==> config.mk <==
export PLATFORM = sky130hd
export DESIGN_NAME = uart_rx_fifo
export DESIGN_NICKNAME = d
export VERILOG_FILES = /design/src/rtl/uart_pkg.sv /design/src/rtl/uart_fifo_mem.sv /design/src/rtl/uart_rx_fifo.sv
export SDC_FILE = /design/constraint.sdc
export NUM_CORES = 1
export LEC_CHECK = 0
export CELL_PAD_IN_SITES_DETAIL_PLACEMENT = 0
export CELL_PAD_IN_SITES_GLOBAL_PLACEMENT = 2
export CORE_MARGIN = 1
export CORE_UTILIZATION = 50
export CTS_CLUSTER_DIAMETER = 100
export DETAILED_ROUTE_END_ITERATION = 10
export PLACE_DENSITY = 0.95
export SYNTH_ARGS = -nofsm -noshare
export SYNTH_HDL_FRONTEND = slang
export SYNTH_SLANG_ARGS = --single-unit
export TNS_END_PERCENT = 1
==> constraint.sdc <==
create_clock -name clk -period 7 [get_ports clk]
set_clock_uncertainty 0.1 [all_clocks]
set_input_delay 1.4 -clock clk [delete_from_list [all_inputs] [get_ports clk]]
set_output_delay 1.4 -clock clk [all_outputs]
set_load 0.005 [all_outputs]
==> src/rtl/uart_pkg.sv <==
// Shared types and constants for the UART receive-side buffer.
package uart_pkg;

    typedef enum logic {
        IDLE     = 1'b0,
        WAIT_LOW = 1'b1
    } cap_state_e;

    localparam int UART_RX_FIFO_DEPTH = 16;
    localparam int UART_RX_WIDTH      = 8;
    localparam int UART_ENTRY_W       = UART_RX_WIDTH + 2;

    // Stored entry is {perr, ferr, data}
    function automatic int entry_w(input int width);
        return width + 2;
    endfunction

endpackage

==> src/rtl/uart_fifo_mem.sv <==
// Register array: synchronous write, asynchronous read.
module uart_fifo_mem #(
    parameter int DEPTH = 16,
    parameter int W     = 10
) (
    input  logic                     clk_i,
    input  logic                     we_i,
    input  logic [$clog2(DEPTH)-1:0] waddr_i,
    input  logic [W-1:0]             wdata_i,
    input  logic [$clog2(DEPTH)-1:0] raddr_i,
    output logic [W-1:0]             rdata_o
);

    logic [W-1:0] mem_q [DEPTH];

    // Contents are deliberately left unreset; head outputs are gated when empty
    always_ff @(posedge clk_i) begin
        if (we_i) mem_q[waddr_i] <= wdata_i;
    end

    assign rdata_o = mem_q[raddr_i];

endmodule

==> src/rtl/uart_rx_fifo.sv <==
// First-word-fall-through buffer draining the UART RX holding register,
// with a one-cycle interrupt on the empty to non-empty transition.
module uart_rx_fifo
    import uart_pkg::*;
#(
    parameter int DEPTH = UART_RX_FIFO_DEPTH,
    parameter int WIDTH = UART_RX_WIDTH
) (
    input  logic                   clk,
    input  logic                   reset,
    input  logic [WIDTH-1:0]       rx_data,
    input  logic                   rx_perr,
    input  logic                   rx_ferr,
    input  logic                   rxrdy,
    output logic                   rx_read,
    input  logic                   pop,
    output logic [WIDTH-1:0]       head_data,
    output logic                   head_perr,
    output logic                   head_ferr,
    output logic                   empty,
    output logic                   full,
    output logic [$clog2(DEPTH):0] count,
    output logic                   rx_int
);

    localparam int AW = $clog2(DEPTH);
    localparam int CW = AW + 1;
    localparam int EW = entry_w(WIDTH);

    cap_state_e    state_q, state_d;
    logic [AW-1:0] wr_ptr_q, wr_ptr_d;
    logic [AW-1:0] rd_ptr_q, rd_ptr_d;
    logic [CW-1:0] count_q, count_d;
    logic          rx_read_q, rx_read_d;
    logic          rx_int_q, rx_int_d;
    logic          push, pop_ok;
    logic [EW-1:0] rd_entry;

    assign empty  = (count_q == '0);
    assign full   = (count_q == CW'(DEPTH));
    assign pop_ok = pop && !empty;

    // Capture once per rxrdy high phase; WAIT_LOW waits for the engine to clear it
    always_comb begin
        state_d = state_q;
        push    = 1'b0;
        case (state_q)
            IDLE: begin
                if (rxrdy && !full) begin
                    push    = 1'b1;
                    state_d = WAIT_LOW;
                end
            end
            WAIT_LOW: begin
                if (!rxrdy) state_d = IDLE;
            end
            default: state_d = IDLE;
        endcase
    end

    always_comb begin
        wr_ptr_d  = push   ? wr_ptr_q + 1'b1 : wr_ptr_q;
        rd_ptr_d  = pop_ok ? rd_ptr_q + 1'b1 : rd_ptr_q;
        rx_read_d = push;
        // A push while empty can never coincide with a real pop
        rx_int_d  = push && empty;
        count_d   = count_q;
        case ({push, pop_ok})
            2'b10:   count_d = count_q + 1'b1;
            2'b01:   count_d = count_q - 1'b1;
            default: count_d = count_q;
        endcase
    end

    always_ff @(posedge clk or posedge reset) begin
        if (reset) begin
            state_q   <= IDLE;
            wr_ptr_q  <= '0;
            rd_ptr_q  <= '0;
            count_q   <= '0;
            rx_read_q <= 1'b0;
            rx_int_q  <= 1'b0;
        end else begin
            state_q   <= state_d;
            wr_ptr_q  <= wr_ptr_d;
            rd_ptr_q  <= rd_ptr_d;
            count_q   <= count_d;
            rx_read_q <= rx_read_d;
            rx_int_q  <= rx_int_d;
        end
    end

    uart_fifo_mem #(
        .DEPTH (DEPTH),
        .W     (EW)
    ) u_mem (
        .clk_i   (clk),
        .we_i    (push),
        .waddr_i (wr_ptr_q),
        .wdata_i ({rx_perr, rx_ferr, rx_data}),
        .raddr_i (rd_ptr_q),
        .rdata_o (rd_entry)
    );

    assign head_data = empty ? '0   : rd_entry[WIDTH-1:0];
    assign head_ferr = empty ? 1'b0 : rd_entry[EW-2];
    assign head_perr = empty ? 1'b0 : rd_entry[EW-1];
    assign count     = count_q;
    assign rx_read   = rx_read_q;
    assign rx_int    = rx_int_q;

endmodule

==> report_table.html <==
<table>
<tr><th>Metric</th><th>Value</th></tr>
<tr><th colspan="2">Status</th></tr>
<tr><td>Run status</td><td>completed</td></tr>
<tr><th colspan="2">Worst setup path</th></tr>
<tr><td>Worst-path cell with the longest stage delay</td><td>sky130_fd_sc_hd__dfrtp_2</td></tr>
<tr><td>Setup crit start kind</td><td>flip-flop</td></tr>
<tr><td>Worst R2R Setup Slack</td><td>around 3.2 ns</td></tr>
<tr><td>Crit end category</td><td>output port</td></tr>
<tr><td>Crit-path max FO</td><td>25</td></tr>
<tr><td>Critical path's largest stage delay</td><td>approximately 0.77 ns</td></tr>
<tr><td>Critical path class</td><td>flip-flop to output port</td></tr>
<tr><td>Required time of the critical path</td><td>roughly 5.5 ns</td></tr>
<tr><td>Arrival time at the worst endpoint</td><td>about 3.3 ns</td></tr>
<tr><td>WP buf/inv</td><td>2</td></tr>
<tr><td>Kind of cell with the highest combined delay on the critical path</td><td>buffers and inverters</td></tr>
<tr><td>Ordered cell list for the critical path</td><td>buf_4 -&gt; mux4_1 -&gt; mux2_2 -&gt; o21ai_1 -&gt; a21oi_1 -&gt; clkdlybuf4s50_1</td></tr>
<tr><td>Startpoint of the worst setup timing path</td><td>rd_ptr_q[0]</td></tr>
<tr><td>Capture instance of the worst register-to-register path</td><td>count[4]</td></tr>
<tr><td>FF-to-FF path depth</td><td>10</td></tr>
<tr><td>Startpoint of the worst register-to-register path</td><td>count[1]</td></tr>
<tr><th colspan="2">Synthesis</th></tr>
<tr><td>Post-synthesis share of cell area spent on and, or, nand and nor gates</td><td>0.0392</td></tr>
<tr><td>Most instantiated flip-flop cell in the synthesis netlist</td><td>sky130_fd_sc_hd__edfxtp_1</td></tr>
<tr><td>Cell type with the highest aggregate area in the netlist</td><td>sky130_fd_sc_hd__edfxtp_1</td></tr>
<tr><td>Mapped Nets</td><td>roughly 390</td></tr>
<tr><td>Cell Area, Synth</td><td>approximately 7000 µm²</td></tr>
<tr><td>Synth top area share</td><td>0.666</td></tr>
<tr><td>Post-synthesis mux area share</td><td>0.160</td></tr>
<tr><td>Area share of fa/ha/maj cells after synthesis</td><td>0.0156</td></tr>
<tr><td>Number of flops mapped to enable cells by yosys</td><td>160</td></tr>
<tr><td>Fraction of the mapped netlist area in compound gates</td><td>0.0271</td></tr>
<tr><td>Number of storage elements in the synthesis netlist</td><td>176</td></tr>
<tr><td>Average size of a mapped cell</td><td>19.8 µm²</td></tr>
<tr><td>Area contributors post-synth</td><td>sky130_fd_sc_hd__edfxtp_1 67%, sky130_fd_sc_hd__mux4_2 11%, sky130_fd_sc_hd__dfrtp_1 5.6%</td></tr>
<tr><td>Combinational family with the most area after synthesis</td><td>multiplexers</td></tr>
<tr><td>Proportion of register bits with asynchronous set or reset after synthesis</td><td>0.0909</td></tr>
<tr><td>Syn Inst Count</td><td>between 300 and 400</td></tr>
<tr><td>Share of synthesized area occupied by flip-flops and latches</td><td>0.722</td></tr>
<tr><td>Yosys Warn Count</td><td>0</td></tr>
<tr><td>Parity-gate share of the synthesized area counting xor and xnor cells</td><td>0.0121</td></tr>
<tr><td>Library cells used by synthesis</td><td>43</td></tr>
<tr><th colspan="2">Finish</th></tr>
<tr><td>Utilization after layout</td><td>0.589</td></tr>
<tr><td>Fraction of final layout cells with drive strength greater than 1</td><td>0.209</td></tr>
<tr><td>Net count of the finished layout</td><td>approximately 420</td></tr>
<tr><td>Number of fill cells in the layout</td><td>1004</td></tr>
<tr><td>Post-synthesis to final-layout area growth</td><td>14.2%</td></tr>
<tr><td>Inserted Diodes</td><td>0</td></tr>
<tr><th colspan="2">Floorplan</th></tr>
<tr><td>Number of cell rows</td><td>43</td></tr>
<tr><td>Effective utilization at floorplan</td><td>0.516</td></tr>
<tr><td>Boundary Pins</td><td>33</td></tr>
<tr><td>Die boundary width</td><td>around 120 µm</td></tr>
<tr><td>CORE AREA</td><td>between 10000 and 15000 µm²</td></tr>
<tr><td>Die Footprint</td><td>roughly 15000 µm²</td></tr>
<tr><td>Die Y-Extent</td><td>between 100 and 150 µm</td></tr>
<tr><th colspan="2">Pwr</th></tr>
<tr><td>Maximum vdd ir drop</td><td>approximately 0.20 mV</td></tr>
<tr><td>Total power consumption of the routed design</td><td>around 0.0032 W</td></tr>
<tr><td>Leakage power figure</td><td>approximately 2.8 nW</td></tr>
<tr><td>Power per Cell Area</td><td>about 400 nW/µm²</td></tr>
<tr><th colspan="2">STA</th></tr>
<tr><td>Worst Tran Pin Value</td><td>0.862 ns</td></tr>
<tr><td>Setup repair after global routing missed its margin</td><td>false</td></tr>
<tr><td>TNS Setup</td><td>0 ns</td></tr>
<tr><td>Final count of pins violating max slew</td><td>0</td></tr>
<tr><td>Max Clk Rate</td><td>approximately 210 MHz</td></tr>
<tr><td>Final setup violation count</td><td>0</td></tr>
<tr><td>Final worst path period share</td><td>0.687</td></tr>
<tr><td>Final hold slack</td><td>roughly 0.42 ns</td></tr>
<tr><td>Relative slew slack</td><td>0.425</td></tr>
<tr><td>Crit path setup slack, layout</td><td>about 2.2 ns</td></tr>
<tr><td>Min Tclk post-route</td><td>around 4.8 ns</td></tr>
<tr><td>Final hold violations</td><td>0</td></tr>
<tr><th colspan="2">CTS</th></tr>
<tr><td>TritonCTS clock tree</td><td>done</td></tr>
<tr><td>Max Root-Sink Buffers</td><td>2</td></tr>
<tr><td>Number of resized instances in the post-cts repair step</td><td>0</td></tr>
<tr><td>H-tree depth</td><td>4</td></tr>
<tr><td>Clock Sinks</td><td>approximately 180</td></tr>
<tr><td>Clock transition time at the flip-flop clock pins of the worst setup and hold paths</td><td>approximately 0.070 ns</td></tr>
<tr><td>Later-pin clock latency in the skew report</td><td>0.43 ns</td></tr>
<tr><td>Clock buffers created by TritonCTS</td><td>17</td></tr>
<tr><td>Number of buffers inserted by post-CTS setup repair</td><td>0</td></tr>
<tr><td>Post-CTS Hold Buffers</td><td>0</td></tr>
<tr><td>Root Driver</td><td>sky130_fd_sc_hd__clkbuf_16</td></tr>
<tr><th colspan="2">Global routing</th></tr>
<tr><td>Via count of the first global-routing pass</td><td>approximately 3500</td></tr>
<tr><td>Grt ovf</td><td>0</td></tr>
<tr><td>Largest net degree at the start of global routing</td><td>34</td></tr>
<tr><td>Antenna violations before repair</td><td>0</td></tr>
<tr><td>GR Util All Layers</td><td>0.197</td></tr>
<tr><td>Global-route wire length before repair</td><td>20200 µm</td></tr>
<tr><th colspan="2">Place</th></tr>
<tr><td>RePlAce Congestion</td><td>0.726</td></tr>
<tr><td>Detailed placement HPWL</td><td>7900 µm</td></tr>
<tr><td>Port Buffers</td><td>32</td></tr>
<tr><td>Worst setup timing slack at the placement stage</td><td>approximately 2.2 ns</td></tr>
<tr><th colspan="2">Routing</th></tr>
<tr><td>Via/cell ratio</td><td>between 5 and 6</td></tr>
<tr><td>Final ANT Viol Nets</td><td>0</td></tr>
<tr><td>Vias post-DR</td><td>around 3400</td></tr>
<tr><td>DRT Pass-1 Iters</td><td>5</td></tr>
<tr><td>Initial DRC count</td><td>approximately 310</td></tr>
<tr><td>Detailed-route DRC error count</td><td>0</td></tr>
<tr><td>Wirelength per Cell</td><td>about 22 µm</td></tr>
<tr><td>Wire length after detailed routing</td><td>between 10000 and 15000 µm</td></tr>
<tr><th colspan="2">Job</th></tr>
<tr><td>Max cap viols</td><td>0</td></tr>
<tr><th colspan="2">Min path</th></tr>
<tr><td>Endpoint, Worst Hold</td><td>state_q</td></tr>
<tr><td>Worst hold path cell count</td><td>2</td></tr>
<tr><td>Class of the tightest hold or removal check</td><td>flip-flop to flip-flop</td></tr>
<tr><td>Origin of the worst min-delay path</td><td>state_q</td></tr>
</table>
[cell usage after synthesis (2+ instances only)]
cell / count
sky130_fd_sc_hd__and4_1: 5
sky130_fd_sc_hd__mux4_2: 36
sky130_fd_sc_hd__edfxtp_1: 160
sky130_fd_sc_hd__clkbuf_1: 11
sky130_fd_sc_hd__and3b_1: 2
sky130_fd_sc_hd__xor2_1: 3
sky130_fd_sc_hd__buf_2: 5
sky130_fd_sc_hd__ha_1: 9
sky130_fd_sc_hd__mux2i_1: 10
sky130_fd_sc_hd__xnor2_1: 7
sky130_fd_sc_hd__nor3b_1: 5
sky130_fd_sc_hd__nand2b_1: 2
sky130_fd_sc_hd__inv_2: 2
sky130_fd_sc_hd__nor2_1: 3
sky130_fd_sc_hd__buf_1: 2
sky130_fd_sc_hd__buf_6: 3
sky130_fd_sc_hd__mux4_1: 4
sky130_fd_sc_hd__nand2_1: 5
sky130_fd_sc_hd__buf_12: 2
sky130_fd_sc_hd__nand3_1: 2
sky130_fd_sc_hd__a21oi_1: 13
sky130_fd_sc_hd__nor4_1: 3
sky130_fd_sc_hd__inv_1: 6
sky130_fd_sc_hd__mux2_2: 10
sky130_fd_sc_hd__and2_1: 9
sky130_fd_sc_hd__mux2_1: 2
sky130_fd_sc_hd__o21ai_1: 13
sky130_fd_sc_hd__dfrtp_1: 16
[state kept, by name (all words and copies together) (netlist names)]
signal and flops:
rx_read 1, rd_ptr_q 4, rx_int 1, count 5, wr_ptr_q 4, state_q 1, u_mem.mem_q 160
[layout by cell type (no fill, tap or decap), types with 4 or more instances in the layout]
cell type and n:
sky130_fd_sc_hd__a21oi_1 13, sky130_fd_sc_hd__dfrtp_1 14, sky130_fd_sc_hd__ha_1 9, sky130_fd_sc_hd__mux4_2 36, sky130_fd_sc_hd__and4_1 5, sky130_fd_sc_hd__mux2i_1 10
sky130_fd_sc_hd__clkdlybuf4s50_1 32, sky130_fd_sc_hd__inv_1 6, sky130_fd_sc_hd__edfxtp_1 160, sky130_fd_sc_hd__nor3b_1 5, sky130_fd_sc_hd__and2_1 9, sky130_fd_sc_hd__o21ai_1 13
sky130_fd_sc_hd__nand2_1 5, sky130_fd_sc_hd__buf_4 6, sky130_fd_sc_hd__mux4_1 4, sky130_fd_sc_hd__clkbuf_16 17, sky130_fd_sc_hd__xnor2_1 7, sky130_fd_sc_hd__mux2_2 10
[tightest hold or removal path: cells and delay by family, from the launching register on]
kind	cells	cell delay (ns)
buffers and inverters	1	0.05
AOI/OAI and AO/OA	1	0.05
DFF	1	0.38
[cells by family (layout without fill, tap and decap cells)]
family / Yosys count / after routing
buffers and inverters: 31 / 78
flip-flops: 176 / 176
multiplexers: 62 / 62
XOR/XNOR: 10 / 10
adder cells (fa/ha/maj): 9 / 9
AND/OR/NAND/NOR: 43 / 43
AO/OA/AOI/OAI: 34 / 34
[worst max-delay path by stage]
stage               depth (start not counted)   endpoint  slack [ns]
floorplan                                  12   count[4]        3.27
global placement                           10   count[4]        2.36
detailed placement                         10   count[4]        2.22
CTS                                         6  head_perr        2.07
global route                                6  head_perr        1.94
finish                                      6  head_perr        2.19
[cell type report]
type	count	area [µm²]	share of cell area
clock buffers	17	425	0.0516
clock inverters	15	155	0.0188
multi-input cells	158	1830	0.222
repair buffers	38	365	0.0443
well taps	180	225	0.0273
inverters	8	30.0	0.00365
flip-flops and latches	176	5210	0.632
[metrics by stage]
| step | cell area [µm²] | instances |
|---|---|---|
| after floorplan | 7210 | 365 |
| after global placement | 7660 | 560 |
| after detailed placement | 7660 | 560 |
| after CTS | 8240 | 592 |
| after global routing | 8240 | 592 |
| final | 8240 | 592 |
[routing by layer]
layer  track usage  part of all wire  up-vias
li1              -                 -     1550
met1         0.257              0.43     1770
met2         0.322              0.51       91
met3        0.0440             0.053       11
met4        0.0808            0.0097        0
met5             0                 0        -
[where the power goes]
group | total, W | internal, W | switching (W) | leakage (nW)
logic | 0.000886 | 0.000526 | 0.000360 | 0.831
clock network | 0.000930 | 0.000530 | 0.000400 | 0.290
registers | 0.00140 | 0.00124 | 0.000165 | 1.63
total | 0.00322 | 0.00230 | 0.000925 | 2.75
No activity file was read; power rests on OpenSTA's default activity.
